`src/rtl/uart_receiver.sv`:
```
// UART receive stage: synchronises rx, validates the start bit, samples each
// bit at mid-period, assembles an LSB-first word and offers it on valid/ready.
// Framing errors (stop bit low) and overruns (new word while valid held) are
// reported as one-cycle pulses.
//
// Handshake: valid is a level that stays high until the cycle after
// valid && ready; ready is ignored while valid is low; data is stable while
// valid is high unless an overrun replaces it.
module uart_receiver #(
  parameter int WIDTH        = 8,
  parameter int CLKS_PER_BIT = 1736
) (
  input  logic             clk,
  input  logic             reset,
  input  logic             rx,
  input  logic             ready,
  output logic [WIDTH-1:0] data,
  output logic             valid,
  output logic             frame_err,
  output logic             overrun,
  output logic             busy,
  output logic [3:0]       bit_count,
  output logic [1:0]       dbg_state
);

  typedef enum logic [1:0] {
    IDLE  = 2'd0,
    START = 2'd1,
    DATA  = 2'd2,
    STOP  = 2'd3
  } state_t;

  // Mid-start-bit sample point and full-bit sample point for the cycle counter.
  localparam logic [15:0] HALF_LAST = 16'(CLKS_PER_BIT / 2 - 1);
  localparam logic [15:0] BIT_LAST  = 16'(CLKS_PER_BIT - 1);
  localparam logic [3:0]  LAST_BIT  = 4'(WIDTH - 1);

  state_t           state;
  logic [15:0]      cnt;
  logic [WIDTH-1:0] shreg;
  logic             rx_m;
  logic             rx_s;
  logic             rx_d;

  assign busy      = (state != IDLE);
  assign dbg_state = state;

  // Two-flop synchroniser plus one delayed copy of rx_s for edge detection.
  always_ff @(posedge clk or posedge reset) begin
    if (reset) begin
      rx_m <= 1'b1;
      rx_s <= 1'b1;
      rx_d <= 1'b1;
    end else begin
      rx_m <= rx;
      rx_s <= rx_m;
      rx_d <= rx_s;
    end
  end

  // Receive FSM with registered data, handshake and error pulses.
  always_ff @(posedge clk or posedge reset) begin
    if (reset) begin
      state     <= IDLE;
      cnt       <= '0;
      shreg     <= '0;
      data      <= '0;
      valid     <= 1'b0;
      frame_err <= 1'b0;
      overrun   <= 1'b0;
      bit_count <= '0;
    end else begin
      frame_err <= 1'b0;
      overrun   <= 1'b0;
      // Consumer handshake; a word latched later in this block overrides it.
      if (valid && ready) valid <= 1'b0;

      case (state)
        IDLE: begin
          // Only a true high-to-low edge starts a frame, so a held-low break
          // must return high before the next frame is accepted.
          if (rx_d && !rx_s) begin
            state     <= START;
            cnt       <= '0;
            bit_count <= '0;
          end
        end
        START: begin
          if (cnt == HALF_LAST) begin
            if (!rx_s) begin
              state     <= DATA;
              cnt       <= '0;
              bit_count <= '0;
            end else begin
              state <= IDLE;  // glitch shorter than half a bit
            end
          end else begin
            cnt <= cnt + 16'd1;
          end
        end
        DATA: begin
          if (cnt == BIT_LAST) begin
            // Shifting in from the top leaves bit 0 at the LSB after WIDTH bits.
            shreg     <= {rx_s, shreg[WIDTH-1:1]};
            cnt       <= '0;
            bit_count <= bit_count + 4'd1;
            if (bit_count == LAST_BIT) state <= STOP;
          end else begin
            cnt <= cnt + 16'd1;
          end
        end
        STOP: begin
          // Leave at mid-stop-bit so a following start edge is not missed.
          if (cnt == BIT_LAST) begin
            state <= IDLE;
            if (rx_s) begin
              data    <= shreg;
              valid   <= 1'b1;
              overrun <= valid && !ready;
            end else begin
              frame_err <= 1'b1;
            end
          end else begin
            cnt <= cnt + 16'd1;
          end
        end
        default: state <= IDLE;
      endcase
    end
  end

endmodule

```
`config.mk`:
```
export PLATFORM = sky130hd
export DESIGN_NAME = uart_receiver
export DESIGN_NICKNAME = d
export VERILOG_FILES = /design/src/rtl/uart_receiver.sv
export SDC_FILE = /design/constraint.sdc
export NUM_CORES = 1
export LEC_CHECK = 0
export CORE_UTILIZATION = 68
export CTS_BUF_LIST = sky130_fd_sc_hd__clkbuf_8
export DETAILED_ROUTE_END_ITERATION = 8
export DONT_BUFFER_PORTS = 1
export PLACE_DENSITY = 0.88
export SYNTH_ARGS = -nofsm -noshare
export SYNTH_HDL_FRONTEND = slang
export SYNTH_SLANG_ARGS = --single-unit
```
`constraint.sdc`:
```
create_clock -name clk -period 5.1 [get_ports clk]
set_clock_uncertainty 0.2 [all_clocks]
set_input_delay 0.765 -clock clk [delete_from_list [all_inputs] [get_ports clk]]
set_output_delay 0.765 -clock clk [all_outputs]
set_load 0.05 [all_outputs]
```
==> flow_summary_export.csv, run 1 <==
group,metric,value,unit
outcome,status,"finished with violations",
outcome,violations,"DRC",
finish,area_growth_syn_to_layout,5.831,%
critical_path,worstPathRequired,5.04,ns
clocking,clk_latency,0.30,ns
timing,rsz0062_at_grt,"no",
yosys,synthCells,208,
grt,grt_pass1_vias,1491,
clocking,clockBufferDepth,2,
grt,grt_max_degree,45,
placed_design,place.gp.congestion,0.8575,
finish,fillers,180,
power,power.leakage,1.046,nW
routing,wl,4130,µm
critical_path,path_max_fanout,16,
grt,grt_pass1_wl,6906,µm
timing,hold_violations,0,
yosys,syn-num-nets,214,
critical_path,cpMostUsedCell,"nand2_1",
critical_path,crit_type,"reg2reg",
yosys,synth_edf_count,0,
placed_design,dp_cells,233,
die,start_util,74.47,%
routing,dr.pass1.iters,7,
grt,track_usage,27.74,%
timing,fin_crit_sh,56.42,%
die,design.die.area,3352,µm²
clocking,ctsRootBufferMaster,"clkbuf_8",
die,dieWidth,57.90,µm
clocking,numCtsBuffers,5,
timing,fin_crit,2.877,ns
routing,drc_errors,1,
die,coreArea,2853,µm²
routing,avgViaCountPerCell,6.714,
yosys,ys_warn_count,0,
critical_path,crit_path_start_kind,"register",
worst_hold_path,hp-class,"reg2reg",
yosys,synthFlopType,"dfrtp_1",
critical_path,crit_path_max_incr_delay,0.91,ns
clocking,cts_tree,"done",
clocking,hold_buffers,0,
clocking,clock-sinks,44,
job,maxCapViolCount,0,
timing,slew_headroom,39.76,%
clocking,path_clk_slew,0.08,ns
yosys,ys_seq_area_share,52.00,%
power,ir_drop,288.4,µV
finish,final_cells,241,
grt,overflow,0,
critical_path,end_kind,"register",
routing,vias,1618,
finish,final_core_util,78.82,%
clocking,cts_resized,0,
clocking,cts_setup_buffers,0,
timing,tightest_slew,0.9036,ns
die,io_pins,22,
finish,final_layout_size_suffix_gt1_share,13.33,%
timing,setup_tns,0,ns
finish,diodes,0,
yosys,synth_top_area_cell,"dfrtp_1",
placed_design,dpl_worst_slack,2.362,ns
critical_path,cp_slowest_cell,"dfrtp_1",
routing,wl_per_cell,17.14,µm
critical_path,cp_cell_sequence,"inv_1 > nor2_1 > nand2_1 > nand2_1 > o21ai_0",
die,die_h,57.90,µm
placed_design,dp_hpwl,2707,µm
yosys,synth-seq-cells,44,
grt,antenna_found_initial,0,
yosys,syn_avg_cell_area,10.21,µm²
timing,fin_ws,2.223,ns
routing,ant_nets,0,
die,num_rows,19,
placed_design,port-buffer-count,0,
finish,nNetsFinal,215,
clocking,htreeDepth,2,
finish,fin_area,2248,µm²
timing,setup_viol,0,
yosys,netlist.area_leader.share,48.29,%
yosys,synthesis.area,2125,µm²
yosys,synth_area_leaders,"dfrtp_1 (48%), nand2_1 (5.7%), mux2_2 (5.3%)",
power,power_density,317.6,nW/µm²
yosys,async_flop_share,100.0,%
placed_design,placed_area,2133,µm²
critical_path,arrival,2.82,ns
routing,drtIter0Drc,102,
timing,maxSlewViolCount,0,
yosys,synth_cell_types,43,
timing,max_freq,347.5,MHz
[area by class of cell]
type	count	area, µm²	share of cell area (%)
inverters	8	30.03	1.336
multi-input cells	149	952.2	42.35
clock buffers	5	68.82	3.061
clock inverters	3	46.29	2.059
flip-flops and latches	44	1105	49.14
repair buffers	1	7.507	0.3339
well taps	31	38.79	1.725
[placed cells by master (no fill, tap or decap), drive strengths merged, types with 3 or more instances in the layout]
master   instances
nand2b           4
o21ai           10
nor2            15
o2111ai          3
a31oi            3
xor2             6
dfstp            3
a21oi           12
inv              8
and4             6
nand3            9
clkbuf           5
mux2            10
dfrtp           41
or3              5
nand2           33
and2             3
[cells in the mapped netlist (2+ instances only)]
| cell type | number |
|---|---|
| a21oi_1 | 12 |
| a31oi_1 | 3 |
| and2_1 | 3 |
| and4_1 | 4 |
| and4_4 | 2 |
| buf_2 | 3 |
| clkbuf_1 | 3 |
| dfrtp_1 | 41 |
| dfstp_2 | 3 |
| ha_1 | 2 |
| inv_1 | 8 |
| mux2_2 | 10 |
| nand2_1 | 32 |
| nand2b_1 | 4 |
| nand3_1 | 9 |
| nand4_1 | 2 |
| nor2_1 | 15 |
| nor3_1 | 2 |
| nor3b_1 | 2 |
| nor4b_1 | 2 |
| o2111ai_1 | 3 |
| o211ai_1 | 2 |
| o21ai_0 | 10 |
| o31ai_1 | 2 |
| or3_1 | 5 |
| or4_1 | 2 |
| xor2_1 | 6 |
[worst max-delay path, delay by kind of cell (launching register included)]
family | cells | cell delay, ns
simple gates | 3 | 1.08
compound gates | 1 | 0.21
flops | 1 | 0.91
buf+inv | 1 | 0.32
[worst paths after layout]
check / to / start / slack (ns) / depth (start not counted)
setup / recovery: cnt[8] / register / 2.22 / 5
hold / removal: rx_s / rx_m / 0.16 / 0
setup reg to reg: cnt[8] / register / 2.22 / 5
hold reg to reg: rx_s / rx_m / 0.16 / 0
max in group asynchronous: rx_s / reset / 4.04 / 2
min in group asynchronous: cnt[12] / reset / 0.27 / 2
[report_power, final]
part | switching (W) | internal [W]
combinational | 0.0000395 | 0.0000204
clock | 0.000121 | 0.000147
sequential | 0.0000221 | 0.000364
[state kept, by name, indices dropped and copies added, names as in the netlist, named ones only]
signal	flops
rx_d	1
data	8
overrun	1
rx_s	1
bit_count	4
rx_m	1
dbg_state	1
shreg	8
cnt	16
valid	1
frame_err	1
[layer usage]
layer	track usage, %	vias up	wire length (µm)	share of wire (%)
li1	-	743	-	-
met1	36.72	790	1737	42
met2	44.33	75	2038	49
met3	6.696	10	288	7.0
met4	11.22	0	65	1.6
met5	0	-	0	0
[logic make-up after synthesis]
logic type / Yosys count / synth area share, %
fa+ha+maj: 2 / 1.178
compound gates: 37 / 10.90
mux: 11 / 5.772
simple gates: 93 / 24.50
xor+xnor: 6 / 2.473
buf+inv: 15 / 3.180
flops: 44 / 52.00
[stage by stage]
stage                     total power [W]  hold slack [ns]
after floorplan                 0.0004378           0.1452
after global placement          0.0004472           0.1476
after detailed placement        0.0004525           0.1500
after CTS                       0.0007161           0.1634
after global routing            0.0007423           0.1653
final                           0.0007140           0.1606
Power figures use the tool's default switching activity.
==> inputs of run 2 (changes only) <==
--- a/config.mk
+++ b/config.mk
@@ -5,11 +5,12 @@
 export SDC_FILE = /design/constraint.sdc
 export NUM_CORES = 1
 export LEC_CHECK = 0
-export CORE_UTILIZATION = 68
+export ABC_AREA = 1
+export CORE_UTILIZATION = 59
 export CTS_BUF_LIST = sky130_fd_sc_hd__clkbuf_8
 export DETAILED_ROUTE_END_ITERATION = 8
 export DONT_BUFFER_PORTS = 1
-export PLACE_DENSITY = 0.88
+export PLACE_DENSITY = 0.82
 export SYNTH_ARGS = -nofsm -noshare
 export SYNTH_HDL_FRONTEND = slang
 export SYNTH_SLANG_ARGS = --single-unit
==> constraint.sdc (replaced) <==
create_clock -name clk -period 2.56 [get_ports clk]
set_clock_uncertainty 0.2 [all_clocks]
set_input_delay 0.384 -clock clk [delete_from_list [all_inputs] [get_ports clk]]
set_output_delay 0.384 -clock clk [all_outputs]
set_load 0.05 [all_outputs]
==> run 2 against run 1 <==
Net effect:
- sequential power increased by 120%
- critical path type is now reg2out
- core utilization is 12 points lower
- non-clock buffer count rose by 7
- sequential share of layout area shrank 8.1 points
- the flow now finishes without violations
==> flow_summary_export.csv, run 2 <==
group,metric,value,unit
clocking,ctsRootBufferMaster,"clkbuf_8",
timing,rsz0062_at_grt,"no",
job,maxCapViolCount,0,
yosys,synthesis.area,2527,µm²
routing,dr.pass1.iters,5,
die,io_pins,22,
power,power.leakage,1.266,nW
clocking,cts_resized,0,
worst_hold_path,holdPathStages,3,
yosys,ys_warn_count,0,
yosys,synth.most_common_cell,"nand2_1",
critical_path,crit_family,"buffers and inverters",
worst_hold_path,hp-class,"in2reg",
critical_path,arrival,1.62,ns
finish,largest_reg_flops,16,
timing,fin_crit,2.206,ns
finish,nNetsFinal,324,
yosys,synth_area_leaders,"dfrtp_1 (41%), nand2_1 (11%), nand3_1 (6.1%)",
placed_design,dp_hpwl,3845,µm
routing,drtIter0Drc,203,
die,start_util,62.29,%
yosys,synthFlopType,"dfrtp_1",
critical_path,crit_buf_inv,2,
finish,area_growth_syn_to_layout,6.584,%
routing,wl,5279,µm
critical_path,path_max_fanout,9,
grt,grt_max_degree,20,
routing,avgViaCountPerCell,5.653,
critical_path,crit_type,"reg2out",
critical_path,cp_slowest_cell,"dfrtp_1",
clocking,cts_setup_buffers,0,
critical_path,r2r_slack,0.47,ns
yosys,synth_cell_types,29,
critical_path,crit_path_max_incr_delay,0.59,ns
finish,final_cells,369,
worst_hold_path,min-delay-start,"ready",
clocking,cts_tree,"done",
yosys,synth_top_area_cell,"dfrtp_1",
critical_path,reg2reg_from,"cnt[0]",
grt,overflow,0,
critical_path,crit_path_start_kind,"register",
finish,final_common_cell,"nand2_1",
power,power_density,801.5,nW/µm²
finish,final_layout_size_suffix_gt1_share,21.63,%
worst_hold_path,min_delay_worst_endpoint,"overrun",
timing,fin_crit_sh,86.16,%
grt,antenna_found_initial,0,
yosys,synth_edf_count,0,
yosys,syn-num-nets,318,
critical_path,end_kind,"primary output",
grt,grt_pass1_wl,8963,µm
grt,grt_pass1_vias,1937,
placed_design,place.gp.congestion,0.9883,
placed_design,port-buffer-count,0,
clocking,numCtsBuffers,5,
critical_path,r2r_end,"cnt[4]",
critical_path,cp_cell_sequence,"buf_4 > nor2_2 > inv_1",
placed_design,dp_cells,359,
critical_path,reg2reg_depth,9,
yosys,ys_seq_area_share,43.71,%
yosys,yosys-top-cells-count,"nand2_1 (76), dfrtp_1 (41), nand3_1 (31)",
timing,setup_viol,0,
critical_path,worstPathRequired,1.98,ns
clocking,clock-sinks,44,
clocking,clockBufferDepth,2,
die,dieWidth,67.45,µm
die,coreArea,4058,µm²
yosys,synthCells,312,
yosys,syn_avg_cell_area,8.101,µm²
clocking,clk_latency,0.31,ns
routing,vias,2086,
clocking,path_clk_slew,0.08,ns
power,ir_drop,797.1,µV
die,design.die.area,4550,µm²
finish,regMostFlops,"cnt",
finish,diodes,0,
finish,reg_top3,"cnt x16, data x8, shreg x8",
outcome,status,"finished clean",
timing,tightest_slew,0.5535,ns
yosys,synth-seq-cells,44,
routing,drc_errors,0,
routing,wl_per_cell,14.31,µm
timing,slew_headroom,63.06,%
timing,hold_violations,0,
clocking,hold_buffers,2,
timing,maxSlewViolCount,0,
die,die_h,67.45,µm
die,num_rows,23,
yosys,netlist.area_leader.share,40.59,%
finish,mostFrequentLayoutCells,"nand2_1 (76), dfrtp_1 (41), nand3_1 (31), nor2_1 (28), inv_1 (27)",
finish,fillers,322,
routing,ant_nets,0,
timing,setup_tns,0,ns
yosys,async_flop_share,100.0,%
clocking,htreeDepth,2,
grt,track_usage,26.78,%
timing,max_freq,453.4,MHz
==> run 2: cell types whose count changed after synthesis, sizes merged, moves of 7 or more <==
cell,delta
nand4,+7
o21ai,+21
a21oi,-11
nand2,+55
mux2,-10
inv,+28
nand3,+25
nor2,+21
==> run 2: metrics by stage <==
stage	hold WS, ns	total power (W)	utilization, %	setup WS (ns)	area, µm²
4_1_cts	0.03477	0.002163	66.39	0.3535	2694
3_5_place_dp	0.06707	0.001597	62.90	0.5182	2552
2_1_floorplan	0.1452	0.001477	-	0.6929	2527
6_report	0.03591	0.002159	66.39	0.3543	2694
3_3_place_gp	0.06234	0.001577	62.90	0.5676	2552
5_1_grt	0.08764	0.002266	66.39	0.2658	2694
==> run 2: power by group <==
| part | total [W] | leakage, nW | switching [W] | internal [W] |
|---|---|---|---|---|
| registers | 0.000857 | 0.596 | 0.0000999 | 0.000757 |
| logic | 0.000738 | 0.608 | 0.000540 | 0.000198 |
| clock network | 0.000563 | 0.0614 | 0.000244 | 0.000319 |
==> run 2: how the worst max path moves through the flow <==
stage	endpoint	slack (ns)	cells past startpoint
after floorplan	cnt[9]	0.69	9
after global placement	cnt[7]	0.57	10
after detailed placement	cnt[4]	0.52	9
after CTS	busy	0.35	3
after global routing	cnt[4]	0.27	9
final	busy	0.35	3
==> run 2: logic make-up after synthesis <==
logic type	count (synthesis)	share of synthesized area, %
flip-flops	44	43.71
buffers and inverters	46	8.812
AO/OA/AOI/OAI	39	10.99
adder cells (fa/ha/maj)	2	0.9899
XOR/XNOR	9	3.119
AND/OR/NAND/NOR	172	32.38
==> run 2: per-layer routing <==
| metal | wire length, µm | global-route usage, % | part of all wire (%) | up-vias |
|---|---|---|---|---|
| met5 | 0 | 0 | 0 | - |
| met3 | 395 | 6.250 | 7.5 | 22 |
| li1 | - | - | - | 1019 |
| met4 | 144 | 10.37 | 2.7 | 0 |
| met2 | 2378 | 41.50 | 45 | 87 |
| met1 | 2360 | 36.24 | 45 | 958 |
==> run 2: final cells by class <==
cell class / instances / area (µm²) / share of cell area [%]
Clock buffer: 6 / 82.58 / 3.065
Clock inverter: 2 / 38.79 / 1.440
Tap cell: 50 / 62.56 / 2.322
Inverter: 37 / 140.1 / 5.202
Sequential cell: 44 / 1105 / 41.01
Timing Repair Buffer: 8 / 65.06 / 2.415
Multi-Input combinational cell: 222 / 1200 / 44.54
==> run 2: worst min-delay path, cell delays in order <==
cell and delay, ns:
inv_1 0.02, nand2_1 0.06, nor2_1 0.04
==> inputs of run 3 (changes only) <==
--- a/config.mk
+++ b/config.mk
@@ -14,3 +14,4 @@
 export SYNTH_ARGS = -nofsm -noshare
 export SYNTH_HDL_FRONTEND = slang
 export SYNTH_SLANG_ARGS = --single-unit
+export TNS_END_PERCENT = 30
==> constraint.sdc (replaced) <==
create_clock -name clk -period 1.9 [get_ports clk]
set_clock_uncertainty 0.2 [all_clocks]
set_input_delay 0.285 -clock clk [delete_from_list [all_inputs] [get_ports clk]]
set_output_delay 0.285 -clock clk [all_outputs]
set_load 0.05 [all_outputs]
==> run 3 against run 2 <==
Net effect:
- core utilization increased by 3.8 points
- cell area increased by 5.7%
- global-route usage grew 0.82 points
- non-clock buffer count rose by 10
- critical path type is now reg2reg
- critical endpoint is now cnt[1]
- largest cell class unchanged
- largest power group is now combinational cells
==> flow_summary_export.csv, run 3 (same netlist as run 2, synthesis figures left out) <==
group,metric,value,unit
timing,tightest_slew,0.4906,ns
grt,track_usage,27.60,%
finish,final_layout_size_suffix_gt1_share,24.85,%
finish,final_common_cell,"nand2_1",
grt,overflow,0,
power,ir_drop,956.8,µV
finish,multi_input_area,1251,µm²
grt,grt_pass1_vias,2003,
critical_path,r2r_end,"cnt[1]",
routing,drc_errors,0,
critical_path,end_kind,"register",
grt,antenna_found_initial,0,
finish,area_growth_syn_to_layout,12.67,%
clocking,clk_latency,0.30,ns
timing,hold_violations,0,
critical_path,worstPathRequired,1.94,ns
power,power_density,1096,nW/µm²
finish,diodes,0,
critical_path,cp-startpoint,"dbg_state[0]",
timing,fin_crit_sh,94.81,%
critical_path,crit_path_end,"cnt[1]",
critical_path,path_max_fanout,8,
critical_path,r2r_slack,0.1,ns
placed_design,placed_area,2645,µm²
clocking,path_clk_slew,0.09,ns
timing,setup_viol,0,
clocking,cts_tree,"done",
timing,rsz0062_at_grt,"no",
clocking,numCtsBuffers,5,
finish,nNetsFinal,335,
die,dieWidth,67.45,µm
finish,reg_top3,"cnt x16, data x8, shreg x8",
die,die_h,67.45,µm
placed_design,port-buffer-count,0,
die,start_util,62.29,%
grt,grt_max_degree,36,
routing,wl_per_cell,14.53,µm
clocking,cts_setup_buffers,0,
critical_path,reg2reg_from,"dbg_state[0]",
power,p_total,0.003122,W
finish,final_cells,380,
job,maxCapViolCount,0,
routing,vias,2108,
finish,fin_area,2848,µm²
critical_path,reg2reg_depth,6,
critical_path,crit_type,"reg2reg",
clocking,ctsRootBufferMaster,"clkbuf_8",
critical_path,arrival,1.84,ns
placed_design,dp_cells,368,
finish,regMostFlops,"cnt",
finish,mostFrequentLayoutCells,"nand2_1 (76), dfrtp_1 (41), nand3_1 (31), inv_1 (27), nor2_1 (27)",
critical_path,crit_path_max_incr_delay,0.53,ns
critical_path,crit_path_start_kind,"register",
die,design.die.area,4550,µm²
critical_path,cp_cell_sequence,"nand2_2 > inv_2 > nand3_1 > nand3_2 > buf_4 > a22o_1",
worst_hold_path,hp-class,"in2async",
finish,fillers,315,
placed_design,dp_hpwl,4052,µm
die,coreArea,4058,µm²
timing,slew_headroom,67.30,%
timing,fin_crit,1.801,ns
clocking,htreeDepth,2,
routing,ant_nets,0,
placed_design,place.gp.congestion,0.9926,
die,io_pins,22,
routing,drtIter0Drc,178,
outcome,status,"finished clean",
power,power.leakage,1.325,nW
routing,wl,5523,µm
timing,maxSlewViolCount,0,
timing,max_freq,555.2,MHz
finish,largest_reg_flops,16,
die,num_rows,23,
clocking,clockBufferDepth,2,
finish,ff_latch_area,1105,µm²
clocking,clock-sinks,44,
routing,dr.pass1.iters,5,
routing,avgViaCountPerCell,5.547,
grt,grt_pass1_wl,9239,µm
critical_path,cp_slowest_cell,"dfrtp_1",
==> run 3: worst max-delay path: cells and delay by family (launching register included) <==
family | cells | cell delay [ns]
AO/OA/AOI/OAI | 1 | 0.14
buffers and inverters | 2 | 0.39
flip-flops | 1 | 0.53
AND/OR/NAND/NOR | 3 | 0.49
==> run 3: how the worst min path moves through the flow <==
stage                     cells after the start  start  endpoint  slack [ns]
after floorplan                               0     rx      rx_m        0.09
after global placement                        1  reset    cnt[3]       -0.06
after detailed placement                      1  reset    cnt[3]       -0.06
after CTS                                     0   rx_m      rx_s        0.17
after global routing                          0   rx_m      rx_s        0.17
final                                         2  reset    cnt[3]        0.17
==> run 3: per-layer routing <==
layer	track usage, %	vias to the layer above	part of all wire [%]
met4	6.915	0	0.74
li1	-	1040	-
met2	46.25	56	49
met1	36.52	1008	44
met3	5.405	4	5.4
met5	0	-	0
==> run 3: timing repair <==
action	4_1_cts	5_1_grt
hold buffers	3	0
setup endpoints to repair	4	26
resized for setup	1	6
endpoints found under the hold margin	44	0
cloned	0	1
==> run 3: power breakdown <==
| part | internal (W) | switching [W] | total (W) |
|---|---|---|---|
| logic | 0.000417 | 0.000776 | 0.00119 |
| clock network | 0.000430 | 0.000342 | 0.000772 |
| registers | 0.00102 | 0.000136 | 0.00116 |
| total | 0.00187 | 0.00125 | 0.00312 |
==> run 3: final cells by class <==
type / instances / area share [%]
sequential: 44 / 38.80
inverter: 37 / 4.921
timing repair buffer: 18 / 5.888
clock inverter: 2 / 1.362
clock buffer: 6 / 2.900
tap: 50 / 2.197
multi-input combinational: 223 / 43.94
==> run 3: per-stage QoR <==
step	hold slack (ns)	utilization [%]	setup WS [ns]	TNS, ns
2_1_floorplan	0.08948	-	0.03293	0
5_1_grt	0.1670	70.18	0.003192	0
3_5_place_dp	-0.06077	65.19	-0.01324	-0.02524
3_3_place_gp	-0.06147	65.19	0.1291	0
6_report	0.1655	70.18	0.09870	0
4_1_cts	0.1659	69.04	0.005650	0
